--- src/rtl/axi_mgr_write_interface.sv ---
// ---------------------------------------------------------------------------
// axi_mgr_write_interface
//   AXI write manager. It accepts one write-burst command from the user,
//   issues a single AW transfer, streams the user's data beats onto W with
//   zero added latency, waits for the B response, then reports completion.
//
// Ports
//   m_axi_clk, m_axi_resetn     clock, asynchronous active-low reset
//   cmd_valid/cmd_ready         user command handshake
//   cmd_addr, cmd_len           burst start address, beats minus one
//   wr_data, wr_data_valid/     user data stream, passed straight through
//   wr_data_ready               to the W channel while in the data phase
//   done, resp                  one-cycle completion pulse, last BRESP
//   m_axi_aw*                   AW channel (addr, len, valid/ready)
//   m_axi_w*                    W channel (data, valid/ready, last)
//   m_axi_b*                    B channel (resp, valid/ready)
// ---------------------------------------------------------------------------
module axi_mgr_write_interface #(
    parameter int unsigned DATA_WIDTH = 8,
    parameter int unsigned ADDR_WIDTH = 8
) (
    input  logic                  m_axi_clk,
    input  logic                  m_axi_resetn,

    input  logic                  cmd_valid,
    output logic                  cmd_ready,
    input  logic [ADDR_WIDTH-1:0] cmd_addr,
    input  logic [3:0]            cmd_len,

    input  logic [DATA_WIDTH-1:0] wr_data,
    input  logic                  wr_data_valid,
    output logic                  wr_data_ready,

    output logic                  done,
    output logic [1:0]            resp,

    output logic [ADDR_WIDTH-1:0] m_axi_awaddr,
    output logic [3:0]            m_axi_awlen,
    output logic                  m_axi_awvalid,
    input  logic                  m_axi_awready,

    output logic [DATA_WIDTH-1:0] m_axi_wdata,
    output logic                  m_axi_wvalid,
    input  logic                  m_axi_wready,
    output logic                  m_axi_wlast,

    input  logic [1:0]            m_axi_bresp,
    input  logic                  m_axi_bvalid,
    output logic                  m_axi_bready
);

    localparam int unsigned LEN_W  = 4;
    localparam int unsigned RESP_W = 2;

    typedef enum logic [1:0] {
        ST_IDLE = 2'd0,
        ST_ADDR = 2'd1,
        ST_DATA = 2'd2,
        ST_RESP = 2'd3
    } state_t;

    state_t                  state_q, state_d;
    logic [ADDR_WIDTH-1:0]   addr_q,  addr_d;
    logic [LEN_W-1:0]        len_q,   len_d;
    logic [LEN_W-1:0]        beat_cnt_q, beat_cnt_d;
    logic                    done_q,  done_d;
    logic [RESP_W-1:0]       resp_q,  resp_d;

    // State and datapath registers
    always_ff @(posedge m_axi_clk or negedge m_axi_resetn) begin
        if (!m_axi_resetn) begin
            state_q    <= ST_IDLE;
            addr_q     <= '0;
            len_q      <= '0;
            beat_cnt_q <= '0;
            done_q     <= 1'b0;
            resp_q     <= '0;
        end else begin
            state_q    <= state_d;
            addr_q     <= addr_d;
            len_q      <= len_d;
            beat_cnt_q <= beat_cnt_d;
            done_q     <= done_d;
            resp_q     <= resp_d;
        end
    end

    // Next-state and channel control
    always_comb begin
        state_d       = state_q;
        addr_d        = addr_q;
        len_d         = len_q;
        beat_cnt_d    = beat_cnt_q;
        done_d        = 1'b0;
        resp_d        = resp_q;

        cmd_ready     = 1'b0;
        m_axi_awvalid = 1'b0;
        m_axi_wvalid  = 1'b0;
        m_axi_wdata   = '0;
        m_axi_wlast   = 1'b0;
        wr_data_ready = 1'b0;
        m_axi_bready  = 1'b0;

        unique case (state_q)
            ST_IDLE: begin
                cmd_ready = 1'b1;
                if (cmd_valid) begin
                    addr_d     = cmd_addr;
                    len_d      = cmd_len;
                    beat_cnt_d = '0;
                    state_d    = ST_ADDR;
                end
            end

            ST_ADDR: begin
                m_axi_awvalid = 1'b1;
                if (m_axi_awready) begin
                    state_d = ST_DATA;
                end
            end

            ST_DATA: begin
                // User stream is wired straight through; no skid buffer.
                m_axi_wvalid  = wr_data_valid;
                m_axi_wdata   = wr_data;
                wr_data_ready = m_axi_wready;
                m_axi_wlast   = (beat_cnt_q == len_q);
                if (wr_data_valid && m_axi_wready) begin
                    // Counter parks at len on the last beat so it never wraps.
                    if (beat_cnt_q == len_q) begin
                        state_d = ST_RESP;
                    end else begin
                        beat_cnt_d = beat_cnt_q + LEN_W'(1);
                    end
                end
            end

            ST_RESP: begin
                m_axi_bready = 1'b1;
                if (m_axi_bvalid) begin
                    resp_d  = m_axi_bresp;
                    done_d  = 1'b1;
                    state_d = ST_IDLE;
                end
            end

            default: begin
                state_d = ST_IDLE;
            end
        endcase
    end

    assign m_axi_awaddr = addr_q;
    assign m_axi_awlen  = len_q;
    assign done         = done_q;
    assign resp         = resp_q;

endmodule

--- config.mk ---
export PLATFORM = sky130hd
export DESIGN_NAME = axi_mgr_write_interface
export DESIGN_NICKNAME = d
export VERILOG_FILES = /design/src/rtl/axi_mgr_write_interface.sv
export SDC_FILE = /design/constraint.sdc
export NUM_CORES = 1
export LEC_CHECK = 0
export CAP_MARGIN = 40
export CELL_PAD_IN_SITES_DETAIL_PLACEMENT = 2
export CELL_PAD_IN_SITES_GLOBAL_PLACEMENT = 2
export CORE_MARGIN = 10
export CORE_UTILIZATION = 35
export DETAILED_ROUTE_END_ITERATION = 8
export DONT_BUFFER_PORTS = 1
export PLACE_DENSITY_LB_ADDON = 0.1
export SLEW_MARGIN = 10
export SYNTH_ARGS = -nofsm -noshare
export SYNTH_HDL_FRONTEND = slang
export SYNTH_SLANG_ARGS = --single-unit
--- constraint.sdc ---
create_clock -name m_axi_clk -period 2.63 [get_ports m_axi_clk]
set_clock_uncertainty 0.15 [all_clocks]
set_input_delay 0.3945 -clock m_axi_clk [delete_from_list [all_inputs] [get_ports m_axi_clk]]
set_output_delay 0.3945 -clock m_axi_clk [all_outputs]
set_load 0.01 [all_outputs]
* After elaboration in Yosys (flattened, before gate mapping)
Index checks and enable logic that the tools add are counted.
** Storage, ports and cells
- Output and inout port bits :: 29
- Input port bits :: 29
- Word-level logic and storage cells :: 43
- Flip-flop bits (word level) :: 21
** Operators by class
- Eq/ne operators :: 10
- Muxes and demuxes :: 19
- Add/sub/neg operators :: 1
- Reduce and logical (&&, ||, !) cells :: 7
** Operators by type and width (count)
- $mux 4 :: 3
- $ne 2x2->1 const B :: 6
- $mux 2 :: 5
- $mux 1 :: 8
- $mux 8 :: 1
- $pmux 2 s4 :: 1
- $pmux 4 s2 :: 1
- $reduce_and 5->1 :: 1
- $add 4x1->4 const B :: 1
- $eq 2x2->1 const B :: 2
- $eq 4x4->1 :: 1
- $reduce_and 2->1 :: 2
- $reduce_and 4->1 :: 1
- $eq 2x1->1 const B :: 1
- $logic_not 2->1 :: 1
- $reduce_bool 2->1 :: 1
- $logic_and 1x1->1 :: 1

* Longest topological paths before layout
Gate-level depths: netlist (run 1).
- Depth in word-level cells :: 4
- Gate-level depth with buffers :: 7
- Depth with buffers taken out :: 6

* Worst setup path after synthesis (run 1)
No wires, ideal clock.
- Path kind :: register to register
- Start :: reg len_q[1] (netlist: m_axi_awlen[1])
- End :: reg state_q[1]
- Required time :: 2352 ps
- Setup slack :: 658 ps
- Data arrival time :: 1694 ps
- Clock period less this slack :: 1972 ps
- Stages on the path, launching flop included :: 5
- Setup time :: 128 ps
- Path buffers :: 0
- Cell sequence :: dfrtp_1 > xor2_1 > or4_1 > a211oi_2 > mux2_1
** On the way
- Longest elaborated chain between the ends :: 3
** RTL lines
- start, declared :: line 64 : logic [LEN_W-1:0] len_q, len_d;
- start signal, assigned :: line 81 : len_q <= len_d;
- $eq 4x4->1 :: line 131 : if (beat_cnt_q == len_q) begin
- $ne 2x2->1 (no line)
- $reduce_and 5->1 (no line)
- end signal, assigned :: line 79 : state_q <= state_d;
- end, declared :: line 62 : state_t state_q, state_d;
No other way between the ends.
A chain may end at the register's enable or synchronous reset.

* Final worst setup path (run 1)
- Start :: reg len_q[1] (netlist: m_axi_awlen[1])
- End :: out m_axi_wlast
** On the way
- Longest elaborated chain between the ends :: 2
** RTL lines
- $eq 4x4->1 :: line 128 : m_axi_wlast = (beat_cnt_q == len_q);
- $mux 1 :: line 105 : unique case (state_q)
- end, declared :: line 45 : output logic m_axi_wlast,
No other way between the ends.

==> results of run 1 <==
## worst max-delay path, stage by stage, from the launching register on
cell and delay, ns:
dfrtp_1 0.46, xor2_1 0.19, nor4_1 0.31, buf_4 0.19, and2_1 0.19
## where the power goes
group	internal (mW)	switching [mW]	leakage [nW]
logic	0.290	0.301	0.257
registers	0.473	0.195	0.258
clock network	0.0565	0.0934	0.0177
total	0.820	0.590	0.532
## registers in the layout, indices dropped and copies added, names as in the netlist
register / count
m_axi_awaddr: 8
beat_cnt_q: 4
m_axi_awlen: 4
resp: 2
state_q: 2
done: 1
## worst min-delay path by stage
stage | slack (ns) | endpoint | cells after the start
4_1_cts | 0.08 | m_axi_awaddr[0] | 1
6_report | 0.09 | m_axi_awaddr[0] | 1
3_5_place_dp | -0.05 | beat_cnt_q[2] | 0
2_1_floorplan | -0.05 | beat_cnt_q[0] | 0
3_3_place_gp | -0.05 | beat_cnt_q[2] | 0
5_1_grt | 0.05 | m_axi_awlen[1] | 1
## layout by cell type (no fill, tap or decap), types with 3 or more instances in the layout
master,netlist,routed
dfrtp_1,21,21
and2_1,11,11
mux2_2,14,14
ha_1,5,5
nand2_1,5,5
clkbuf_4,0,3
inv_1,8,8
xor2_1,4,4
## synthesized netlist by cell type
library cell | number | share of area, %
o22ai_1 | 2 | 1.2
nor2_1 | 1 | 0.35
a21oi_1 | 1 | 0.47
mux2_1 | 1 | 1.1
nor2b_1 | 1 | 0.59
inv_1 | 8 | 2.8
o211ai_1 | 2 | 1.4
dfrtp_1 | 21 | 49
nand3b_1 | 1 | 0.70
or2_2 | 1 | 0.59
nand3_1 | 2 | 0.94
and2_1 | 11 | 6.4
mux2_2 | 14 | 15
buf_2 | 1 | 0.47
xor2_1 | 4 | 3.3
nand2_1 | 5 | 1.8
a211o_1 | 1 | 0.82
a21o_1 | 1 | 0.70
mux2i_1 | 1 | 0.94
ha_1 | 5 | 5.9
or4_1 | 2 | 1.4
nor4_1 | 1 | 0.59
o311ai_0 | 1 | 0.82
o32a_1 | 1 | 0.94
clkbuf_1 | 2 | 0.70
a211oi_2 | 1 | 1.2
## final cells by class
class / instances / area [sq um]
Fill cell: 301 / 1668
Clock inverter: 1 / 5.005
Tap cell: 31 / 38.79
Inverter: 8 / 30.03
Timing Repair Buffer: 4 / 40.04
Sequential cell: 21 / 525.5
Multi-Input combinational cell: 60 / 499.2
Clock buffer: 3 / 22.52
## per-layer routing
metal	routed length (um)	vias up	global-route usage, %	share of wire (%)
met3	513	2	7.490	20
met2	1189	41	14.86	46
met5	0	-	0	0
met4	7	0	1.237	0.27
li1	-	325	-	-
met1	881	336	8.404	34
## cells by family after synthesis
| group | share of synthesized area, % |
|---|---|
| buffers and inverters | 3.986 |
| XOR/XNOR | 3.282 |
| flip-flops | 49.24 |
| multiplexers | 16.76 |
| AND/OR/NAND/NOR | 13.37 |
| adder cells (fa/ha/maj) | 5.862 |
| AO/OA/AOI/OAI | 7.502 |
## repair_timing
item | in CTS | in global routing
hold buffers | 1 | 0
gates resized for setup | 0 | 0
endpoints found under the hold margin | 21 | 0
## stage by stage
| step | worst slack, ns | hold slack, ns | util, % | cells |
|---|---|---|---|---|
| global placement | 0.5799 | -0.05034 | 39.19 | 122 |
| floorplan | 0.6580 | -0.05109 | - | 92 |
| global route | 0.2465 | 0.05437 | 41.04 | 128 |
| finish | 0.4467 | 0.08579 | 41.04 | 128 |
| detailed placement | 0.5118 | -0.05017 | 39.19 | 122 |
| CTS | 0.4263 | 0.07780 | 40.51 | 127 |
==> metrics.md, run 1 <==
| Metric | Value |
|---|---|
| Min Tclk post-route | 2.183 ns |
| Worst setup path end | m_axi_wlast |
| Flops & latches, synth | 21 |
| CP arrival | 1.64 ns |
| Overall power | 1.409 mW |
| Wire per inst | 20.24 um |
| First-pass GRT wire length | 3891 um |
| Register area share after synthesis | 49.24% |
| Status | complete, no violations |
| Synth Warn # | 0 |
| Clock Latency Late Sink | 0.29 ns |
| Worst Setup Path Type | reg2out |
| Final hold vios | 0 |
| DP HPWL | 2269 um |
| Synth Cell Area | 1067 sq um |
| RePlAce Congestion | 0.6592 |
| Setup-failing EPs final | 0 |
| Gr usage total | 8.862% |
| LEAKAGE | 0.5324 nW |
| Least-Margin Pin Slew | 0.4813 ns |
| Clock Root Buffer | clkbuf_4 |
| Maximum vdd ir drop | 0.4847 mV |
| Vias per inst | 5.500 |
| Row cnt | 19 |
| FF-to-FF End | state_q[1] |
| Flop-to-flop setup slack | 0.51 ns |
| Syn Nets | 126 |
| Initial DRC count | 14 |
| Die ar. | 5658 sq um |
| Largest net degree at the start of global routing | 22 |
| Grt total ovfl | 0 |
| Max_cap viols | 0 |
| IO Pins | 58 |
| Worst reg2reg startpoint | m_axi_awlen[1] |
| Core area | 2829 sq um |
| Routed Antenna Nets | 0 |
| Max-Slew Margin vs Limit | 67.83% |
| Count of different cell masters after synthesis | 26 |
| Initial antenna violation count | 0 |
| Layout cells sized above 1 | 23.71% |
| PortBufs | 0 |
| Setup repair bufs after CTS | 0 |
| F_max | 458.0 MHz |
| DP Area | 1109 sq um |
| Worst Path Required | 2.09 ns |
| Hold Crit Class | in2reg |
| HP Start | cmd_addr[0] |
| Avg Cell Area, Syn | 11.60 sq um |
| Crit path launch type | register |
| Initial Utilization | 37.73% |
| Element type at the critical path end | primary output |
| Clock Sinks | 21 |
| RSZ-0062 raised after global routing | false |
| PD cells | 1214 nW/um^2 |
| Num CTS Buffers | 3 |
| Vias in the first global route | 800 |
| Die Wd | 75.22 um |
| TNS Setup | 0 ns |
| Antenna cells | 0 |
| Total wire length | 2591 um |
| DRT Pass-1 Iters | 2 |
| Max Slew Vio Count | 0 |
| Die H | 75.22 um |
| Longest Clk Path Bufs | 2 |
| Syn Inst Count | 92 |
| R2R cell count | 4 |
| Fin area | 1161 sq um |
| Residual DRC | 0 |
| DR vias | 704 |
| Setup crit start | m_axi_awlen[1] |
| NumNets Final | 132 |
| CTS tree | yes |
| Post-route clock period utilization | 83.02% |
| P&R area growth vs syn | 8.792% |
| CP Max Fanout | 6 |
| Reg clk slew, reported paths | 0.12 ns |
| H-tree depth | 1 |
No activity file was read; power rests on OpenSTA's default activity.
==> run 2, diff against run 1 <==
- clock period: 2.63 -> 2.22 ns (I/O delays scaled with it)
==> run 2 against run 1 <==
  * Worst setup slack worse by 0.34 ns
  * Clock-buffer cell count unchanged
  * Critical endpoint is now state_q[1]
  * Final cell count increased by 8.6%
  * Hold slack worse by 0.062 ns
  * Sequential power increased by 19%
  * Critical path depth is the same
  * Routed wire length grew 12%
  * Global-route usage hardly changed
  * Clock power grew 21%
  * First-iteration DRC count up 86%
  * Final area grew 9.4%
==> metrics.md, run 2 (same netlist as run 1, synthesis figures left out) <==
| Metric | Value |
|---|---|
| Status | complete, no violations (unchanged) |
| Setup repair bufs after CTS | 0 (unchanged) |
| Reg clk slew, reported paths | 0.12 ns (about the same) |
| Die H | 75.22 um (unchanged) |
| DP HPWL | 2233 um (was 2269 um) |
| Min Hold Slack | 0.02336 ns (was 0.08579 ns) |
| Clock Latency Late Sink | 0.30 ns (was 0.29 ns) |
| DP Area | 1131 sq um (was 1109 sq um) |
| PortBufs | 0 (unchanged) |
| Crit path launch type | register (unchanged) |
| Longest Clk Path Bufs | 2 (unchanged) |
| Worst Setup Path Type | reg2reg (was reg2out) |
| R2R cell count | 4 (unchanged) |
| Vias per inst | 5.410 (was 5.500) |
| Met3 Usage GRT | 7.359% (was 7.490%) |
| Setup-failing EPs final | 0 (unchanged) |
| CP arrival | 2.16 ns (was 1.64 ns) |
| P&R area growth vs syn | 18.99% (was 8.792%) |
| NumNets Final | 143 (was 132) |
| Initial Utilization | 37.73% (unchanged) |
| Fin area | 1270 sq um (was 1161 sq um) |
| Maximum vdd ir drop | 0.5668 mV (was 0.4847 mV) |
| Post-route clock period utilization | 95.33% |
| Flop-to-flop setup slack | 0.10 ns (was 0.51 ns) |
| Max_cap viols | 0 (unchanged) |
| DRT Pass-1 Iters | 2 (unchanged) |
| Grt met1 use | 8.972% (was 8.404%) |
| Max-Slew Margin vs Limit | 81.68% (was 67.83%) |
| Multi-input logic area | 505.5 sq um (was 499.2 sq um) |
| Hold Crit Class | in2reg (unchanged) |
| IO Pins | 58 (unchanged) |
| Register Area | 525.5 sq um (unchanged) |
| Antenna cells | 0 (unchanged) |
| Most common cell after layout, fill and taps aside | dfrtp_1 (unchanged) |
| CP Max Fanout | 3 (was 6) |
| Core area | 2829 sq um (unchanged) |
| Setup crit start | m_axi_awlen[1] (unchanged) |
| DR vias | 752 (was 704) |
| Initial antenna violation count | 0 (unchanged) |
| Flip-flop count of the largest register after layout | 8 (unchanged) |
| Total wire length | 2911 um (was 2591 um) |
| Die Wd | 75.22 um (unchanged) |
| GRT met2 Usage | 13.43% (was 14.86%) |
| Routed Antenna Nets | 0 (unchanged) |
| Initial DRC count | 26 (was 14) |
| Min Tclk post-route | 2.116 ns |
| Wire per inst | 20.94 um (was 20.24 um) |
| FF-to-FF End | state_q[1] (unchanged) |
| RePlAce Congestion | 0.7295 (was 0.6592) |
| Worst Path Required | 2.26 ns (was 2.09 ns) |
| Layout cells sized above 1 | 25.00% (was 23.71%) |
| Element type at the critical path end | register (was primary output) |
| Grt total ovfl | 0 (unchanged) |
| TNS Setup | 0 ns (unchanged) |
| RSZ-0062 raised after global routing | false (unchanged) |
| Hold path depth | 1 (unchanged) |
| Die ar. | 5658 sq um (unchanged) |
| Least-Margin Pin Slew | 0.2713 ns (was 0.4813 ns) |
| Gr usage total | 8.873% (was 8.862%) |
| CTS tree | yes (unchanged) |
| Max Slew Vio Count | 0 (unchanged) |
| Final hold vios | 0 (unchanged) |
| Worst setup path end | state_q[1] (was m_axi_wlast) |
| Worst reg2reg startpoint | m_axi_awlen[1] (unchanged) |
| F_max | 472.5 MHz |
| GRT Max-Usage Layer | met2 (unchanged) |
| Residual DRC | 0 (unchanged) |
| Largest net degree at the start of global routing | 22 (unchanged) |
| PD cells | 1369 nW/um^2 (was 1214 nW/um^2) |
| Filler Cell Count | 295 (was 301) |
| Clock Sinks | 21 (unchanged) |
| First-pass GRT wire length | 3781 um (was 3891 um) |
| Num CTS Buffers | 3 (unchanged) |
| Vias in the first global route | 765 (was 800) |
| H-tree depth | 1 (unchanged) |
| Most frequent cells in the layout | dfrtp_1 (21), mux2_2 (14), and2_1 (11), dlygate4sd3_1 (9), inv_1 (8) (was dfrtp_1 (21), mux2_2 (14), and2_1 (11), inv_1 (8)) |
| Row cnt | 19 (unchanged) |
| LEAKAGE | 0.5810 nW (was 0.5324 nW) |
| Clock Root Buffer | clkbuf_4 (unchanged) |
[run 2: changes by cell type in the layout (fill, tap and decap cells not counted)]
cell	delta
dlygate4sd3_1	+8
nor4_2	+1
nor4_1	-1
buf_4	+3
[run 2: cell type report]
type | instances | share of cell area, %
Clock buffer | 3 | 1.773
Clock inverter | 1 | 0.3941
Inverter | 8 | 2.365
Multi-Input combinational cell | 60 | 39.80
Sequential cell | 21 | 41.38
Tap cell | 31 | 3.054
Timing Repair Buffer | 15 | 11.23
[run 2: where the power goes]
part | switching (mW) | internal (mW) | total [mW]
clock | 0.114 | 0.0670 | 0.181
combinational | 0.379 | 0.381 | 0.760
sequential | 0.237 | 0.560 | 0.797
[run 2: worst min-delay path by stage]
stage                                 end  slack [ns]      startpoint
after detailed placement    beat_cnt_q[2]       -0.11    m_axi_resetn
after CTS                 m_axi_awaddr[0]        0.01     cmd_addr[0]
final                             resp[0]        0.02  m_axi_bresp[0]
after global placement      beat_cnt_q[2]       -0.11    m_axi_resetn
after global routing      m_axi_awaddr[5]     -0.0009     cmd_addr[5]
after floorplan             beat_cnt_q[0]       -0.11    m_axi_resetn
[run 2: routing by layer]
layer  share of wire (%)  wire length (um)
met5                   0                 0
met4                0.62                18
met3                  14               410
met2                  48              1400
met1                  37              1081
[run 2: stage by stage]
stage | power (mW) | worst slack [ns] | util [%] | cells
floorplan | 1.319 | 0.2480 | - | 92
global placement | 1.507 | 0.1828 | 39.98 | 125
detailed placement | 1.543 | 0.1260 | 39.98 | 125
CTS | 1.736 | 0.09829 | 41.31 | 130
global route | 1.900 | 0.01323 | 44.89 | 139
finish | 1.738 | 0.1038 | 44.89 | 139
[run 2: what timing repair did]
| action | CTS | global route |
|---|---|---|
| hold buffers | 1 | 8 |
| gates resized for setup | 0 | 1 |
| endpoints found under the hold margin | 21 | 8 |
| setup endpoints to repair | 0 | 1 |
[run 2: critical path, cell delays in order, from the launching register on]
cell and delay (ns):
dfrtp_1 0.46, xor2_1 0.20, or4_1 0.56, a211oi_2 0.29, mux2_1 0.35
==> run 3, diff against run 2 <==
- CORE_ASPECT_RATIO: unset -> 0.9
==> run 3 against run 2 <==
  * Via count increased by 1.6%
  * Combinational power increased by 7.1%
  * Routed wire length increased by 7.4%
  * Largest cell class unchanged
  * Sequential power decreased by 1%
  * Sequential cell count unchanged
  * Maximum frequency decreased by 1.1%
==> metrics.md, run 3 (same netlist as run 1, synthesis figures left out) <==
| Metric | Value |
|---|---|
| Status | complete, no violations (unchanged) |
| CP arrival | 2.18 ns (was 2.16 ns) |
| Register Area | 525.5 sq um (unchanged) |
| P&R area growth vs syn | 19.93% (was 18.99%) |
| Internal Power | 1.026 mW (was 1.008 mW) |
| Maximum vdd ir drop | 0.5756 mV (was 0.5668 mV) |
| HP Start | cmd_addr[7] (was m_axi_bresp[0]) |
| Setup repair bufs after CTS | 0 (unchanged) |
| Layout cells sized above 1 | 25.93% (was 25.00%) |
| Crit path launch type | register (unchanged) |
| Reg clk slew, reported paths | 0.13 ns (was 0.12 ns) |
| RePlAce Congestion | 0.7174 (was 0.7295) |
| Psw | 764.7 uW (was 730.6 uW) |
| Gr usage total | 10.80% (was 8.873%) |
| Clock Latency Late Sink | 0.32 ns (was 0.30 ns) |
| Multi-input logic area | 508.0 sq um (was 505.5 sq um) |
| Flop-to-flop setup slack | 0.08 ns (was 0.10 ns) |
| Hold Crit Class | in2reg (unchanged) |
| Initial antenna violation count | 0 (unchanged) |
| Worst Path Required | 2.26 ns (about the same) |
| WL met3 | 348 um (was 410 um) |
| Final Core Density | 45.11% (was 44.89%) |
| Largest net degree at the start of global routing | 22 (unchanged) |
| Min Hold Slack | 0.007793 ns (was 0.02336 ns) |
| Logic gate share of total power | 45.5% (was 43.7%) |
| Flop pwr share | 43.9% (was 45.9%) |
| Initial Utilization | 37.61% (was 37.73%) |
| Worst reg2reg startpoint | m_axi_awlen[0] (was m_axi_awlen[1]) |
| Met1 wire length | 1095 um (was 1081 um) |
| Routed length on met2 | 1651 um (was 1400 um) |
| Max_cap viols | 0 (unchanged) |
| H-tree depth | 1 (unchanged) |
| Wire per inst | 21.13 um (was 20.94 um) |
| Post-route clock period utilization | 96.34% (was 95.33%) |
| Hold Crit Endpoint | m_axi_awaddr[7] (was resp[0]) |
| Worst Setup Path Type | reg2reg (unchanged) |
| Switching part of the total | 42.69% (was 42.03%) |
| Die ar. | 5661 sq um (was 5658 sq um) |
| DRT Pass-1 Iters | 4 (was 2) |
| F_max | 467.6 MHz (was 472.5 MHz) |
| Grt total ovfl | 0 (unchanged) |
| Most frequent cells in the layout | dfrtp_1 (21), mux2_2 (14), and2_1 (11), inv_1 (8), dlygate4sd3_1 (8) (was dfrtp_1 (21), mux2_2 (14), and2_1 (11), dlygate4sd3_1 (9), inv_1 (8)) |
| CP Max Fanout | 3 (unchanged) |
| DR vias | 764 (was 752) |
| R2R cell count | 4 (unchanged) |
| Filler Cell Count | 309 (was 295) |
| Min Tclk post-route | 2.139 ns (was 2.116 ns) |
| Antenna cells | 0 (unchanged) |
| Most common cell after layout, fill and taps aside | dfrtp_1 (unchanged) |
| Residual DRC | 0 (unchanged) |
| Row cnt | 18 (was 19) |
| Least-Margin Pin Slew | 0.3014 ns (was 0.2713 ns) |
| NumNets Final | 143 (unchanged) |
| Clk pwr share | 10.6% (was 10.4%) |
| IO Pins | 58 (unchanged) |
| CTS tree | yes (unchanged) |
| Routed Antenna Nets | 0 (unchanged) |
| Clock Root Buffer | clkbuf_4 (unchanged) |
| Vias in the first global route | 853 (was 765) |
| Die H | 72.39 um (was 75.22 um) |
| Max-Slew Margin vs Limit | 79.74% (was 81.68%) |
| Placement Setup Slack | 0.1382 ns (was 0.1260 ns) |
| Final worst setup slack | 0.08131 ns (was 0.1038 ns) |
| Longest Clk Path Bufs | 2 (unchanged) |
| Element type at the critical path end | register (unchanged) |
| Core area | 2838 sq um (was 2829 sq um) |
| Num CTS Buffers | 3 (unchanged) |
| PD cells | 1399 nW/um^2 (was 1369 nW/um^2) |
| LEAKAGE | 0.5774 nW (was 0.5810 nW) |
| Total wire length | 3127 um (was 2911 um) |
| First-pass GRT wire length | 4816 um (was 3781 um) |
| Die Wd | 78.21 um (was 75.22 um) |
| FF-to-FF End | state_q[1] (unchanged) |
| RSZ-0062 raised after global routing | false (unchanged) |
| Flip-flop count of the largest register after layout | 8 (unchanged) |
| Max Slew Vio Count | 0 (unchanged) |
| Initial DRC count | 21 (was 26) |
| Final hold vios | 0 (unchanged) |
| Setup-failing EPs final | 0 (unchanged) |
| Hold path depth | 1 (unchanged) |
| TNS Setup | 0 ns (unchanged) |
| Vias per inst | 5.162 (was 5.410) |
| Clock Sinks | 21 (unchanged) |
| Max layer used | met4 (unchanged) |
| PortBufs | 0 (unchanged) |
| DP HPWL | 2394 um (was 2233 um) |
[run 3: critical path, stage by stage, from the launching register on]
cell      delay [ns]
dfrtp_1         0.47
xor2_1          0.21
or4_1           0.57
a211oi_2        0.28
mux2_1          0.34
[run 3: repair_timing]
action | CTS | global route
hold buffers | 4 | 4
resized for setup | 0 | 2
endpoints found under the setup margin | 0 | 2
hold endpoints to repair | 24 | 4
[run 3: worst max path at each step]
stage,from,endpoint,slack [ns],cells after the start
2_1_floorplan,m_axi_awlen[1],state_q[1],0.25,4
3_3_place_gp,m_axi_awlen[0],state_q[1],0.20,4
3_5_place_dp,beat_cnt_q[0],state_q[1],0.14,4
4_1_cts,beat_cnt_q[0],m_axi_wlast,0.03,3
5_1_grt,m_axi_awlen[0],state_q[1],0.02,4
6_report,m_axi_awlen[0],state_q[1],0.08,4
[run 3: final cells by class]
| class | count | area share [%] |
|---|---|---|
| clock buffers | 4 | 2.053 |
| multi-input cells | 60 | 39.69 |
| repair buffers | 15 | 10.95 |
| flip-flops and latches | 21 | 41.06 |
| well taps | 40 | 3.910 |
| inverters | 8 | 2.346 |
[run 3: layer usage]
| layer | vias up | track usage [%] |
|---|---|---|
| met5 | - | 0 |
| met3 | 5 | 7.143 |
| met1 | 378 | 10.11 |
| li1 | 349 | - |
| met2 | 32 | 19.07 |
| met4 | 0 | 2.982 |
[run 3: per-stage QoR]
| step | std cells | power (mW) | cell area (sq um) |
|---|---|---|---|
| global placement | 135 | 1.532 | 1150 |
| global route | 148 | 1.959 | 1280 |
| CTS | 143 | 1.786 | 1216 |
| finish | 148 | 1.791 | 1280 |
| detailed placement | 135 | 1.582 | 1150 |
| floorplan | 92 | 1.319 | 1067 |
[run 3: power by group through the flow]
| stage | clock [mW] | combinational (mW) | sequential (mW) |
|---|---|---|---|
| floorplan | 0 | 0.575 | 0.744 |
| global placement | 0 | 0.741 | 0.791 |
| detailed placement | 0 | 0.780 | 0.802 |
| CTS | 0.195 | 0.797 | 0.794 |
| global route | 0.214 | 0.924 | 0.821 |
| finish | 0.190 | 0.814 | 0.787 |
